==> src/rtl/sumsq_pkg.sv <==
// Shared types and width helpers for the vec_sumsq_engine slice.
package sumsq_pkg;

    typedef enum logic [1:0] {
        IDLE,
        RUN,
        DRAIN,
        DONE
    } state_t;

    function automatic int clog2(input int n);
        int r;
        int v;
        r = 0;
        v = 1;
        while (v < n) begin
            v = v * 2;
            r++;
        end
        return r;
    endfunction

    function automatic int sq_w(input int data_w);
        return 2 * data_w;
    endfunction

    // One extra bit per doubling of lanes keeps the cross-lane sum exact.
    function automatic int tree_w(input int data_w, input int lanes);
        return sq_w(data_w) + clog2(lanes);
    endfunction

    function automatic int acc_w(input int data_w, input int lanes, input int len_w);
        return tree_w(data_w, lanes) + len_w;
    endfunction

endpackage

==> src/rtl/sumsq_lane_square.sv <==
// One lane of the squaring stage: registered unsigned square of a signed
// element, with its valid bit carried alongside.
module sumsq_lane_square
    import sumsq_pkg::*;
#(
    parameter int DATA_W = 24
) (
    input  logic                  clk,
    input  logic                  rst,
    input  logic                  i_vld,
    input  logic [DATA_W-1:0]     i_data,
    output logic                  o_vld,
    output logic [2*DATA_W-1:0]   o_sq
);

    localparam int SQ_W = sq_w(DATA_W);

    logic signed [DATA_W-1:0] w_data;
    logic signed [SQ_W-1:0]   w_prod;
    logic [SQ_W-1:0]          r_sq;
    logic                     r_vld;

    assign w_data = signed'(i_data);
    // Even -2^(DATA_W-1) squared is 2^(SQ_W-2), so the signed product never wraps.
    assign w_prod = w_data * w_data;

    always_ff @(posedge clk or negedge rst) begin
        if (!rst) begin
            r_vld <= 1'b0;
        end else begin
            r_vld <= i_vld;
        end
    end

    always_ff @(posedge clk) begin
        if (i_vld) begin
            r_sq <= unsigned'(w_prod);
        end
    end

    assign o_vld = r_vld;
    assign o_sq  = r_sq;

endmodule

==> src/rtl/vec_sumsq_engine.sv <==
// Streaming sum-of-squares engine: LANES elements per beat, one result per vector.
// Define SUMSQ_SAT_EN to saturate the result and report overflow.
module vec_sumsq_engine
    import sumsq_pkg::*;
#(
    parameter int DATA_W = 24,
    parameter int LANES  = 2,
    parameter int LEN_W  = 8,
    parameter int RES_W  = 48
) (
    input  logic                      clk,
    input  logic                      rst,
    input  logic                      start,
    input  logic [LEN_W-1:0]          vec_len,
    input  logic                      in_valid,
    output logic                      in_ready,
    input  logic [LANES*DATA_W-1:0]   in_data,
    output logic                      busy,
    output logic                      out_valid,
    input  logic                      out_ready,
    output logic [RES_W-1:0]          result,
    output logic                      overflow
);

    localparam int SQ_W   = sq_w(DATA_W);
    localparam int TREE_W = tree_w(DATA_W, LANES);
    localparam int ACC_W  = acc_w(DATA_W, LANES, LEN_W);

    state_t                    r_state;
    state_t                    w_next;
    logic [LEN_W-1:0]          r_len;
    logic [LEN_W-1:0]          r_cnt;
    logic                      w_xfer;
    logic                      w_clr;
    logic                      w_zero;
    logic                      w_load;

    logic [LANES*DATA_W-1:0]   r_data_p0;
    logic                      r_vld_p0;
    logic [SQ_W-1:0]           w_sq_p1 [LANES];
    logic [LANES-1:0]          w_vld_p1;
    logic                      w_stage_vld_p1;
    logic [TREE_W-1:0]         w_tree_p1;
    logic [ACC_W-1:0]          r_acc;
    logic                      r_vld_p2;
    logic [RES_W-1:0]          r_result;
    logic [RES_W-1:0]          w_res;

    assign w_xfer = in_valid && in_ready;

    always_comb begin
        w_next   = r_state;
        in_ready = 1'b0;
        w_clr    = 1'b0;
        w_zero   = 1'b0;
        w_load   = 1'b0;
        case (r_state)
            IDLE: begin
                if (start) begin
                    w_clr = 1'b1;
                    if (vec_len == '0) begin
                        w_zero = 1'b1;
                        w_next = DONE;
                    end else begin
                        w_next = RUN;
                    end
                end
            end
            RUN: begin
                in_ready = (r_cnt < r_len);
                if (in_valid && in_ready && (r_cnt == r_len - LEN_W'(1))) begin
                    w_next = DRAIN;
                end
            end
            DRAIN: begin
                // The last beat has left every stage once all valids are low.
                if (!(r_vld_p0 || w_stage_vld_p1 || r_vld_p2)) begin
                    w_load = 1'b1;
                    w_next = DONE;
                end
            end
            DONE: begin
                if (out_ready) begin
                    w_next = IDLE;
                end
            end
            default: w_next = IDLE;
        endcase
    end

    always_ff @(posedge clk or negedge rst) begin
        if (!rst) begin
            r_state <= IDLE;
            r_len   <= '0;
            r_cnt   <= '0;
        end else begin
            r_state <= w_next;
            if (w_clr) begin
                r_len <= vec_len;
                r_cnt <= '0;
            end else if (w_xfer) begin
                r_cnt <= r_cnt + LEN_W'(1);
            end
        end
    end

    // ---- stage p0: capture accepted beat
    always_ff @(posedge clk or negedge rst) begin
        if (!rst) begin
            r_vld_p0 <= 1'b0;
        end else begin
            r_vld_p0 <= w_xfer;
        end
    end

    always_ff @(posedge clk) begin
        if (w_xfer) begin
            r_data_p0 <= in_data;
        end
    end

    // ---- stage p1: per-lane squares
    for (genvar k = 0; k < LANES; k++) begin : g_lane
        sumsq_lane_square #(
            .DATA_W (DATA_W)
        ) u_sq (
            .clk    (clk),
            .rst    (rst),
            .i_vld  (r_vld_p0),
            .i_data (r_data_p0[k*DATA_W +: DATA_W]),
            .o_vld  (w_vld_p1[k]),
            .o_sq   (w_sq_p1[k])
        );
    end

    assign w_stage_vld_p1 = |w_vld_p1;

    always_comb begin
        w_tree_p1 = '0;
        for (int k = 0; k < LANES; k++) begin
            w_tree_p1 = w_tree_p1 + TREE_W'(w_sq_p1[k]);
        end
    end

    // ---- stage p2: cross-lane sum into the accumulator
    always_ff @(posedge clk or negedge rst) begin
        if (!rst) begin
            r_acc    <= '0;
            r_vld_p2 <= 1'b0;
        end else begin
            r_vld_p2 <= w_stage_vld_p1;
            if (w_clr) begin
                r_acc <= '0;
            end else if (w_stage_vld_p1) begin
                r_acc <= r_acc + ACC_W'(w_tree_p1);
            end
        end
    end

`ifdef SUMSQ_SAT_EN
    logic w_ovf;
    logic r_ovf;

    function automatic logic [RES_W-1:0] sat_res(input logic [ACC_W-1:0] acc, input logic ovf);
        return ovf ? {RES_W{1'b1}} : acc[RES_W-1:0];
    endfunction

    assign w_ovf = ((r_acc >> RES_W) != '0);
    assign w_res = sat_res(r_acc, w_ovf);

    always_ff @(posedge clk or negedge rst) begin
        if (!rst) begin
            r_ovf <= 1'b0;
        end else if (w_clr) begin
            r_ovf <= 1'b0;
        end else if (w_load) begin
            r_ovf <= w_ovf;
        end
    end

    assign overflow = r_ovf;
`else
    logic w_unused_acc_hi;

    assign w_res           = r_acc[RES_W-1:0];
    assign w_unused_acc_hi = ^(r_acc >> RES_W);
    assign overflow        = 1'b0;
`endif

    always_ff @(posedge clk or negedge rst) begin
        if (!rst) begin
            r_result <= '0;
        end else if (w_zero) begin
            r_result <= '0;
        end else if (w_load) begin
            r_result <= w_res;
        end
    end

    assign busy      = (r_state != IDLE);
    assign out_valid = (r_state == DONE);
    assign result    = r_result;

endmodule

==> config.mk <==
export PLATFORM = sky130hd
export DESIGN_NAME = vec_sumsq_engine
export DESIGN_NICKNAME = d
export VERILOG_FILES = /design/src/rtl/sumsq_pkg.sv /design/src/rtl/sumsq_lane_square.sv /design/src/rtl/vec_sumsq_engine.sv
export SDC_FILE = /design/constraint.sdc
export NUM_CORES = 2
export LEC_CHECK = 0
export BUFFER_PORTS_ARGS = -buffer_cell sky130_fd_sc_hd__buf_2
export CAP_MARGIN = 25
export CORE_MARGIN = 4
export CORE_UTILIZATION = 55
export CTS_CLUSTER_SIZE = 14
export DETAILED_ROUTE_END_ITERATION = 6
export PLACE_DENSITY = 0.71
export SYNTH_ARGS = -nofsm -noshare
export SYNTH_HDL_FRONTEND = slang
export SYNTH_SLANG_ARGS = --single-unit
==> constraint.sdc <==
create_clock -name clk -period 8.2 [get_ports clk]
set_input_delay 0 -clock clk [delete_from_list [all_inputs] [get_ports clk]]
set_output_delay 0 -clock clk [all_outputs]
set_load 0.05 [all_outputs]
==> key figures <==
Drt
  • Detailed-route DRC error count: 0
  • DR vias/cell: 5.31
  • Starting DRT DRC Count: 2067
  • DR WL/cell: roughly 18 um
  • Drt first pass iters: 6
  • Via count: between 30000 and 40000
  • Drt total wl: roughly 110 mm
  • Antenna Nets Post-Route: 0

Floorplanning
  • Num ports: about 110
  • Die Area: roughly 97000 um2
  • Initial Utilization: roughly 56%
  • Row cnt: 110
  • Die H: slightly above 300 um
  • Core footprint: around 90000 um2
  • Die W: approximately 310 um

Timing
  • Worst rel slew slack: approximately a third
  • Max Fclk: approximately 130 MHz
  • Total negative slack: 0 ps
  • RSZ-0062 raised after global routing: false
  • Tcrit/Tclk final: between 90% and 100%
  • Final Hold Violating Endpoints: 0
  • Least-Margin Pin Slew: between 1000 and 1500 ps
  • Post-route minimum period: 7730 ps
  • Worst Skew: 24.4 ps
  • Setup Viol. Count Final: 0
  • Max-slew violation count: 0

Worst setup path
  • Reg2reg end: g_lane[0].u_sq.o_sq[46]
  • Register-to-Register Path Depth: 25
  • Worst r2r src: r_data_p0[5]
  • Startpoint types: flip-flop
  • Max FO, Critical Path: 16
  • R2R setup slack: between 400 and 500 ps
  • Setup Crit Path Kind: reg -> reg
  • CP endpoint kind: flip-flop
  • Critical path required time: about 8600 ps
  • Crit path arrival time: slightly above 8000 ps

Logic synthesis
  • Syn_area_per_cell: approximately 10 um2
  • Synth top area share: between 40% and 50%
  • Register area share after synthesis: roughly 14%
  • Post-Syn Instances: 5028
  • Synth top area cells: fa_1 46%, inv_1 10%, ha_1 8.6%, edfxtp_1 8.5%, dfrtp_1 5.8%
  • Number of enable flip-flop cells after synthesis: about 140
  • Async SR Flop Fraction: a little under half
  • Yosys warns: 0
  • Yosys reg bits: roughly 260
  • Yosys top cell by area: fa_1
  • Top_reg_cell synth: edfxtp_1
  • Synth unique cells: 73
  • Mapped Area: about 50000 um2

Placed design
  • Port Buffers: 111
  • Routability-driven placement congestion ratio: approximately 0.92
  • Post-DP HPWL: ~95 mm

Clock tree
  • Clk_lat worst skew: 560 ps
  • Clock Tree Root: clkbuf_16
  • Setup Buffers After CTS: 0
  • H-tree depth: 2
  • CTS tree: built
  • Clock tree buffer depth: 3
  • Num CTS Buffers: 34
  • CTS Sinks: about 260
  • Clock-pin slew on the worst setup and hold paths: roughly 60 ps

Final layout
  • Most common cell after layout, fill and taps aside: inv_1
  • Core Util, Final: ~60%
  • Most frequent cells in the layout: 1348 x inv_1, 1159 x fa_1, 528 x nand2_1
  • FILL cells: approximately 7600
  • Final net count: between 6000 and 7000
  • Area growth, synth to finish: 7.78%
  • Layout cell share with drive strength beyond 1: under 10%
  • Register area: roughly 7200 um2
  • Inserted Diodes: 0
  • Area of the multi-input gates: around 38000 um2

GRT
  • GR Util All Layers: between 20 and 25%
  • Total grt overflow: 0
  • Antenna violations before repair: 3
  • Pin count of the biggest net entering global routing: 69
  • Global-route wire length before repair: roughly 190 mm
  • Number of global-route vias before repair: between 30000 and 40000

Job
  • Max-cap violation count: 0

Hold path
  • Hold WC Path Type: in -> async

Run status
  • Status: finished clean
through the flow:
stage               worst slack, ps  area, um2  hold WS [ps]  cells
floorplan                       971      50400          -296   5030
global placement                496      52500          97.1   6243
detailed placement              372      52500          96.3   6243
CTS                             382      54300          38.4   6365
global route                   21.2      54300          90.5   6367
finish                          465      54300          56.5   6367
routing by layer:
layer	routed length (um)	GRT usage (%)	up-vias
li1	-	-	15327
met1	45000	31.8	17372
met5	0	0	-
met3	6400	3.87	223
met2	57400	42.8	875
met4	3850	7.57	0
registers in the layout, summed over array words and instances (netlist names):
register           count
g_lane.u_sq.o_sq      94
r_acc                 48
r_data_p0             48
result                48
r_cnt                  8
r_len                  8
r_state                2
g_lane.u_sq.o_vld      1
r_vld_p0               1
r_vld_p2               1
worst max path at each step:
stage	start	endpoint	slack, ps	depth (start not counted)
2_1_floorplan	r_data_p0[47]	g_lane[1].u_sq.o_sq[45]	970	24
6_report	r_data_p0[5]	g_lane[0].u_sq.o_sq[46]	470	25
3_5_place_dp	r_data_p0[28]	g_lane[1].u_sq.o_sq[45]	370	25
5_1_grt	r_data_p0[34]	g_lane[1].u_sq.o_sq[47]	20	25
4_1_cts	r_data_p0[45]	g_lane[1].u_sq.o_sq[45]	380	25
3_3_place_gp	r_data_p0[38]	g_lane[1].u_sq.o_sq[45]	500	24
timing repair:
item	in CTS	in global routing
endpoints found under the setup margin	0	4
gates resized for setup	0	2
hold endpoints to repair	118	0
hold buffers	60	0
final cells by class:
type	count	share of cell area, %
clock buffers	49	1.90
clock inverters	13	0.343
well taps	1176	2.71
flip-flops and latches	259	13.2
inverters	1348	9.31
multi-input cells	3272	69.2
repair buffers	250	3.27
worst max-delay path, stage by stage, from the launching register on:
cell and delay [ps]:
edfxtp_1 770, buf_4 340, nand2_1 100, fa_1 510, fa_1 470, fa_1 510
inv_1 50, fa_1 500, inv_1 60, fa_1 530, inv_1 50, fa_1 470
inv_1 50, fa_1 480, inv_1 50, ha_1 330, nand2_1 120, o21ai_0 120
a31oi_1 220, o21ai_0 170, o2111ai_1 360, a211oi_1 140, a311oi_2 480, a31oi_1 220
or4_1 430, nand3_1 90
synth_stat cells (all sizes together), types with 50 or more instances:
master / instances
edfxtp: 142
xor2: 50
a21oi: 180
nand2: 529
clkbuf: 141
fa: 1159
ha: 347
and2: 205
o21ai: 80
a21o: 90
nor2: 122
inv: 1348
xnor2: 131
dfrtp: 117
kinds of logic (layout without fill, tap and decap cells):
family	Yosys count	in the layout	synth area share (%)
other	1	3	0.00744
adders and majority gates	1506	1506	54.6
AOI/OAI and AO/OA	496	496	6.31
buffers and inverters	1499	1660	11.2
DFF	259	259	14.3
xor gates and xnor gates	181	181	3.14
muxes	36	36	0.720
and+or+nand+nor	1050	1050	9.73
Power is not shown: default switching activity piles up to over one toggle a cycle in this logic, so the estimate is an artifact.
